--- src/rtl/mult_n_seq_if.sv ---
// mult_n_seq_if: handshake and operand/result bundle for the mult_n_seq
// multiply-accumulate unit.
//   activate         start request (master -> slave)
//   a, b, c          multiplicand, multiplier, addend (master -> slave)
//   busy             unit is in RUN or DONE (slave -> master)
//   done             one-cycle result-valid pulse (slave -> master)
//   res_lo, res_hi   low/high halves of a*b+c (slave -> master)
interface mult_n_seq_if #(
  parameter int WIDTH = 8
);
  logic             activate;
  logic [WIDTH-1:0] a;
  logic [WIDTH-1:0] b;
  logic [WIDTH-1:0] c;
  logic             busy;
  logic             done;
  logic [WIDTH-1:0] res_lo;
  logic [WIDTH-1:0] res_hi;

  modport master (
    output activate, a, b, c,
    input  busy, done, res_lo, res_hi
  );

  modport slave (
    input  activate, a, b, c,
    output busy, done, res_lo, res_hi
  );
endinterface

--- src/rtl/mult_n_seq.sv ---
// mult_n_seq: sequential shift-add multiply-accumulate, res = a*b + c with a
// 2*WIDTH-bit result, one multiplier bit per clock.
// Ports:
//   clk     rising-edge clock
//   reset   asynchronous, active-high reset
//   bus     mult_n_seq_if.slave (activate, a, b, c in; busy, done,
//           res_lo, res_hi out), all outputs registered
// Optional feature: define MULT_EARLY_EXIT_EN to leave RUN as soon as the
// remaining multiplier bits are all zero; the result is unchanged.
module mult_n_seq #(
  parameter int WIDTH = 8
) (
  input  logic         clk,
  input  logic         reset,
  mult_n_seq_if.slave  bus
);

  localparam int CNT_W = (WIDTH > 1) ? $clog2(WIDTH) : 1;

  typedef enum logic [1:0] {
    S_IDLE,
    S_RUN,
    S_DONE
  } state_t;

  state_t             state;
  logic [WIDTH-1:0]   op_a;
  logic [WIDTH-1:0]   op_b;
  logic [2*WIDTH-1:0] acc;
  logic [2*WIDTH-1:0] acc_nxt;
  logic [CNT_W-1:0]   cnt;
  logic               last;

  // One shift-add iteration for multiplier bit cnt.
  always_comb begin
    acc_nxt = acc;
    if (op_b[cnt]) begin
      acc_nxt = acc + ({{WIDTH{1'b0}}, op_a} << cnt);
    end
  end

`ifdef MULT_EARLY_EXIT_EN
  // Finish once no set multiplier bit remains above the current one.
  always_comb begin
    last = (cnt == CNT_W'(WIDTH - 1)) || ((op_b >> (32'(cnt) + 32'd1)) == '0);
  end
`else
  always_comb begin
    last = (cnt == CNT_W'(WIDTH - 1));
  end
`endif

  always_ff @(posedge clk or posedge reset) begin
    if (reset) begin
      state       <= S_IDLE;
      op_a        <= '0;
      op_b        <= '0;
      acc         <= '0;
      cnt         <= '0;
      bus.busy    <= 1'b0;
      bus.done    <= 1'b0;
      bus.res_lo  <= '0;
      bus.res_hi  <= '0;
    end else begin
      case (state)
        S_IDLE: begin
          if (bus.activate) begin
            op_a     <= bus.a;
            op_b     <= bus.b;
            acc      <= {{WIDTH{1'b0}}, bus.c};
            cnt      <= '0;
            bus.busy <= 1'b1;
            state    <= S_RUN;
          end
        end
        S_RUN: begin
          acc <= acc_nxt;
          cnt <= cnt + 1'b1;
          if (last) begin
            bus.done   <= 1'b1;
            bus.res_lo <= acc_nxt[WIDTH-1:0];
            bus.res_hi <= acc_nxt[2*WIDTH-1:WIDTH];
            state      <= S_DONE;
          end
        end
        S_DONE: begin
          bus.done <= 1'b0;
          bus.busy <= 1'b0;
          state    <= S_IDLE;
        end
        default: begin
          state <= S_IDLE;
        end
      endcase
    end
  end

endmodule
--- src/flat_wrapper.sv ---
// flat-port wrapper written by rule: the top's interface ports become plain ports
module mult_n_seq_flat 
#(
  parameter int WIDTH = 8
)
  (clk, reset, bus_activate, bus_a, bus_b, bus_c, bus_busy, bus_done, bus_res_lo, bus_res_hi);
  mult_n_seq_if #(.WIDTH(WIDTH)) bus_i ();
  input  logic clk;
  input  logic reset;
  input wire logic [$bits(bus_i.activate)-1:0] bus_activate;
  input wire logic [$bits(bus_i.a)-1:0] bus_a;
  input wire logic [$bits(bus_i.b)-1:0] bus_b;
  input wire logic [$bits(bus_i.c)-1:0] bus_c;
  output wire logic [$bits(bus_i.busy)-1:0] bus_busy;
  output wire logic [$bits(bus_i.done)-1:0] bus_done;
  output wire logic [$bits(bus_i.res_lo)-1:0] bus_res_lo;
  output wire logic [$bits(bus_i.res_hi)-1:0] bus_res_hi;
  assign bus_i.activate = bus_activate;
  assign bus_i.a = bus_a;
  assign bus_i.b = bus_b;
  assign bus_i.c = bus_c;
  assign bus_busy = bus_i.busy;
  assign bus_done = bus_i.done;
  assign bus_res_lo = bus_i.res_lo;
  assign bus_res_hi = bus_i.res_hi;
  mult_n_seq #(.WIDTH(WIDTH)) u_core (.clk(clk), .reset(reset), .bus(bus_i));
endmodule
--- config.mk ---
export PLATFORM = sky130hd
export DESIGN_NAME = mult_n_seq_flat
export DESIGN_NICKNAME = d
export VERILOG_FILES = /design/src/rtl/mult_n_seq_if.sv /design/src/rtl/mult_n_seq.sv /design/src/flat_wrapper.sv
export SDC_FILE = /design/constraint.sdc
export NUM_CORES = 1
export LEC_CHECK = 0
export CAP_MARGIN = 20
export CELL_PAD_IN_SITES_DETAIL_PLACEMENT = 0
export CELL_PAD_IN_SITES_GLOBAL_PLACEMENT = 2
export CORE_UTILIZATION = 37
export DETAILED_ROUTE_END_ITERATION = 6
export GPL_TIMING_DRIVEN = 0
export HOLD_SLACK_MARGIN = 0.08
export PLACE_DENSITY_LB_ADDON = 0.1
export SYNTH_ARGS = -nofsm -noshare
export SYNTH_HDL_FRONTEND = slang
export SYNTH_SLANG_ARGS = --single-unit
export TNS_END_PERCENT = 100
--- constraint.sdc ---
create_clock -name clk -period 10.09 [get_ports clk]
set_clock_uncertainty 0.05 [all_clocks]
set_input_delay 2.018 -clock clk [delete_from_list [all_inputs] [get_ports clk]]
set_output_delay 2.018 -clock clk [all_outputs]
set_load 0.05 [all_outputs]
# Word level (Yosys, flattened, before mapping)
# Index checks and enable logic that the tools add are counted.
# W data, S select, Z words.
[word_totals]
reg_bits = 55
inputBits = 27
out_inout_bits = 18
word_cells = 42
[classes]
addsub = 2
order_cmp = 1
n_eq_ne = 5
n_shift = 1
muxes = 14
n_reduce_logical = 10
[op_table]
columns = ["operator", "count"]
rows = [
  ["$mux W16", 2],
  ["$pmux W16 S2", 1],
  ["$add A16 B16 Y16", 1],
  ["$shl A8 B3 Y16", 1],
  ["$reduce_and A2 Y1", 6],
  ["$pmux W3 S2", 1],
  ["$reduce_bool A2 Y1", 3],
  ["$lt A3 B4 Y1 const B", 1],
  ["$mux W2", 2],
  ["$pmux W1 S2", 2],
  ["$pmux W2 S2", 1],
  ["$add A3 B1 Y3 const B", 1],
  ["$bmux W1 S3", 1],
  ["$eq A3 B3 Y1 const B", 1],
  ["$mux W1", 3],
  ["$mux W3", 1],
  ["$eq A2 B1 Y1 const B", 1],
  ["$eq A2 B2 Y1 const B", 1],
  ["$logic_not A2 Y1", 1],
  ["$ne A2 B1 Y1 const B", 1],
  ["$ne A2 B2 Y1 const B", 1],
]

# Longest topological paths before layout
[logic_depth]
depth_word = 4
ltp_mapped = 14

# Worst setup path before layout
# No wires, ideal clock.
[synth_timing]
path_type = "input-to-reg"
startpoint = "input bus_activate"
endpoint = "register u_core.op_a[0]"
setup_time_ns = 0.125
arrival_time_ns = 3.138
setup_slack_ns = 6.777
cell_stages = 4
cell_sequence = "and3_1 clkbuf_1 clkbuf_1 mux2_2"
[synth_between]
elab_chain_len = 1
[synth_lines]
columns = ["element", "line_no", "source"]
rows = [
  ["start, declared", "flat_wrapper.sv:10", "input wire logic [$bits(bus_i.activate)-1:0] bus_activate;"],
  ["$reduce_and A2 Y1 (no line)", "n/a", ""],
  ["end signal, assigned", "mult_n_seq.sv:68", "op_a <= bus.a;"],
  ["end, declared", "mult_n_seq.sv:27", "logic [WIDTH-1:0] op_a;"],
]
# No other way between the ends.
# A chain may end at the register's enable or synchronous reset.

# Worst setup path in the final report
[layout_timing]
startpoint = "input bus_activate"
endpoint = "register u_core.op_a[4]"
# Same word-level chain as after synthesis.

==> summary.txt <==
Run status
  • Outcome: completed

Synthesis
  • Simple-gate share of the synthesized area: 0.119
  • EDFF count, synth: 0
  • Synth top area share: 0.414
  • Synthesized instance count: 340
  • Top cells by count, synth: dfrtp_1 (55), nand2_1 (37), a21oi_1 (29), o21ai_0 (29), nor2_1 (28)
  • Register area share after synthesis: 0.414
  • Post-synth top area cell: dfrtp_1
  • Top cells by area, synth: dfrtp_1 (41%), mux2_2 (7.4%), ha_1 (6.4%), mux2i_1 (5.4%), a21oi_1 (4.4%)
  • Syn_nets: 385
  • Mux share of post-synthesis cell area: 0.146
  • Main combinational cell family by area after synthesis: compound AO/OA/AOI/OAI gates
  • Synth async-reset ratio: 1.00
  • Cell with the most instances after synthesis: dfrtp_1
  • Synthesized cell area: 0.00333 mm²
  • Main synth FF type: dfrtp_1
  • Synth Register Bits: 55
  • Complex-gate fraction of the synthesized area: 0.189
  • Synth Area in XOR/XNOR: 0.0342
  • Avg Cell Area, Syn: 9.78 µm²
  • Yosys synthesis warning count: 0
  • Synth Area in Adders: 0.0700
  • Synth unique cells: 45

CTS
  • CTS Hold Bufs: 0
  • CTS buffer count: 5
  • Clock-pin slew on the worst setup and hold paths: 100 ps
  • Clock Sinks: 55
  • Root Driver: clkbuf_8
  • TritonCTS clock tree: built
  • Skew-Pair Late Insertion Delay: 310 ps
  • Clock Path Buffers: 2
  • Post-CTS setup buffer count: 0
  • H-tree level count: 2
  • CTS resizes: 0

Placed design
  • GPL Wtd Cong: 0.848
  • I/O Buffers: 44
  • DP Wirelength: 6.38 mm

Routing
  • ANT nets after route: 0
  • Routed WL: 8.09 mm
  • Vias after detailed routing: 2648
  • Routed WL per cell: 16.2 µm
  • Vias per cell: 5.29
  • # DRC: 0
  • Drt pass-1 iters: 4
  • Initial DRC Count: 107

Global route
  • GRT Residual Overflow: 0
  • First-pass GRT wire length: 13.6 mm
  • Initial antenna violation count: 0
  • Gr usage total: 0.183
  • Pin count of the biggest net entering global routing: 34
  • Vias in the first global route: 2591

Finish
  • Util after Layout: 0.461
  • Final net count: 437
  • Antenna fix cells: 0
  • Share of layout cells above drive strength 1: 0.120
  • Layout area overhead: 20.8%
  • Filler instances: 814

Timing
  • Max Fclk: 0.263 GHz
  • Slew @ Worst Pin: 760 ps
  • Unrepaired setup endpoints after global routing: no
  • Period minus WS final: 3800 ps
  • Endpoints failing setup: 0
  • Final Cycle Share: 0.377
  • Final hold vios: 0
  • Setup TNS: 0 ps
  • Worst rel slew slack: 0.491
  • Slew Limit Fails: 0

Worst setup path
  • CP most frequent cell: clkbuf_1
  • Startpoint type of the worst setup path: input port
  • CP delay by family, top: buffers and inverters
  • Critical path's slowest cell: clkdlybuf4s50_1
  • Crit path kind: in2reg
  • Crit path DAT: 3950 ps
  • Crit-path max FO: 10
  • Max incr delay on CP: 510 ps
  • CP endpoint kind: register
  • WP data required: 10240 ps
  • Worst-path cell chain: clkdlybuf4s50_1 > and3_1 > clkbuf_1 > clkbuf_1 > mux2_2
  • Worst path bufs/invs: 3

Floorplanning
  • Die height: 96.8 µm
  • DIE AREA: 0.00937 mm²
  • Placement row count: 34
  • Initial core utilization: 0.381
  • Die width: 96.8 µm
  • Ports: 45
  • Core area: 0.00872 mm²

Min path
  • Hold Crit Class: reg2reg

Job
  • Max Cap Violations: 0
## cell families (layout without fill, tap and decap cells)
group                      count (synthesis)  in the layout
xor gates and xnor gates                  13             13
AOI/OAI and AO/OA                         98             98
and+or+nand+nor                           90             90
muxes                                     43             43
buffers and inverters                     23             76
adders and majority gates                 18             18
DFF                                       55             55
## registers in the layout, indices dropped and copies added, names as in the netlist
name,flops
u_core.op_a,8
u_core.bus.res_hi,8
u_core.bus.done,1
u_core.acc,16
u_core.bus.busy,1
u_core.state,2
u_core.bus.res_lo,8
u_core.op_b,8
u_core.cnt,3
## cells in the final DEF, fill, tap and decap left out, types with 2 or more instances in the layout
cell             count
a211o_1              2
a211oi_1             2
a21o_1               2
a21oi_1             29
a22o_1               7
a31oi_1              2
and2_1               4
and3_1               4
buf_2                3
clkbuf_1            10
clkbuf_8             6
clkdlybuf4s50_1     44
dfrtp_1             55
ha_1                17
inv_1                7
mux2_2              22
mux2i_1             18
mux4_2               2
nand2_1             37
nand2b_1             2
nand3_1              6
nor2_1              28
nor3_1               4
o211ai_1             3
o21a_1               3
o21ai_0             29
o21ai_2              2
o22ai_1             10
xnor2_1              6
xor2_1               7
## worst register-to-register path: stages (launching register included)
cell      delay [ps]
dfrtp_1          360
buf_2            220
buf_1            410
mux2i_1          290
mux2_2           210
o22ai_1           80
ha_1             370
nand2_1          110
or3b_4           420
a211oi_4         330
a21oi_2          120
o31ai_4          330
mux2i_1          240
nand3_1           80
## area by class of cell
class	count	area [µm²]	share of cell area
sequential	55	1380	0.343
tap	108	135	0.0336
multi-input combinational	262	1860	0.463
timing repair buffer	45	460	0.115
clock buffer	7	86.3	0.0215
inverter	9	33.8	0.00841
clock inverter	1	8.76	0.00218
buffer	14	57.6	0.0143
## final timing paths
check	startpoint	to	slack, ps	depth (start not counted)
worst min-delay path	u_core.bus.res_hi[0]$_DFFE_PP0P_	u_core.bus.res_hi[0]$_DFFE_PP0P_	440	2
worst max-delay path	bus_activate	u_core.op_a[4]$_DFFE_PP0P_	6290	5
worst max register to register	u_core.cnt[1]$_DFFE_PP0P_	u_core.bus.res_hi[5]$_DFFE_PP0P_	6380	13
max in group asynchronous	reset	u_core.acc[8]$_DFFE_PP0P_	7440	3
min in group asynchronous	reset	u_core.acc[3]$_DFFE_PP0P_	1990	2
worst min register to register	u_core.bus.res_hi[0]$_DFFE_PP0P_	u_core.bus.res_hi[0]$_DFFE_PP0P_	440	2
## per-stage QoR
| step | worst slack (ps) | instance area, µm² | hold slack (ps) | cells |
|---|---|---|---|---|
| floorplan | 6680 | 3330 | 416 | 340 |
| global placement | 5580 | 3900 | 412 | 492 |
| detailed placement | 5920 | 3920 | 420 | 493 |
| CTS | 6250 | 4020 | 446 | 501 |
| global route | 6110 | 4020 | 457 | 501 |
| finish | 6290 | 4020 | 437 | 501 |
## metal layers
| layer | share of wire | track usage | vias up |
|---|---|---|---|
| met5 | 0 | 0 | - |
| met4 | 0.0073 | 0.0344 | 0 |
| met2 | 0.45 | 0.290 | 56 |
| li1 | - | - | 1325 |
| met3 | 0.038 | 0.0275 | 5 |
| met1 | 0.51 | 0.266 | 1262 |
Power is left out: the tool's default activity adds up to more than one toggle a clock period on the data nets, which glitch-free logic cannot reach.
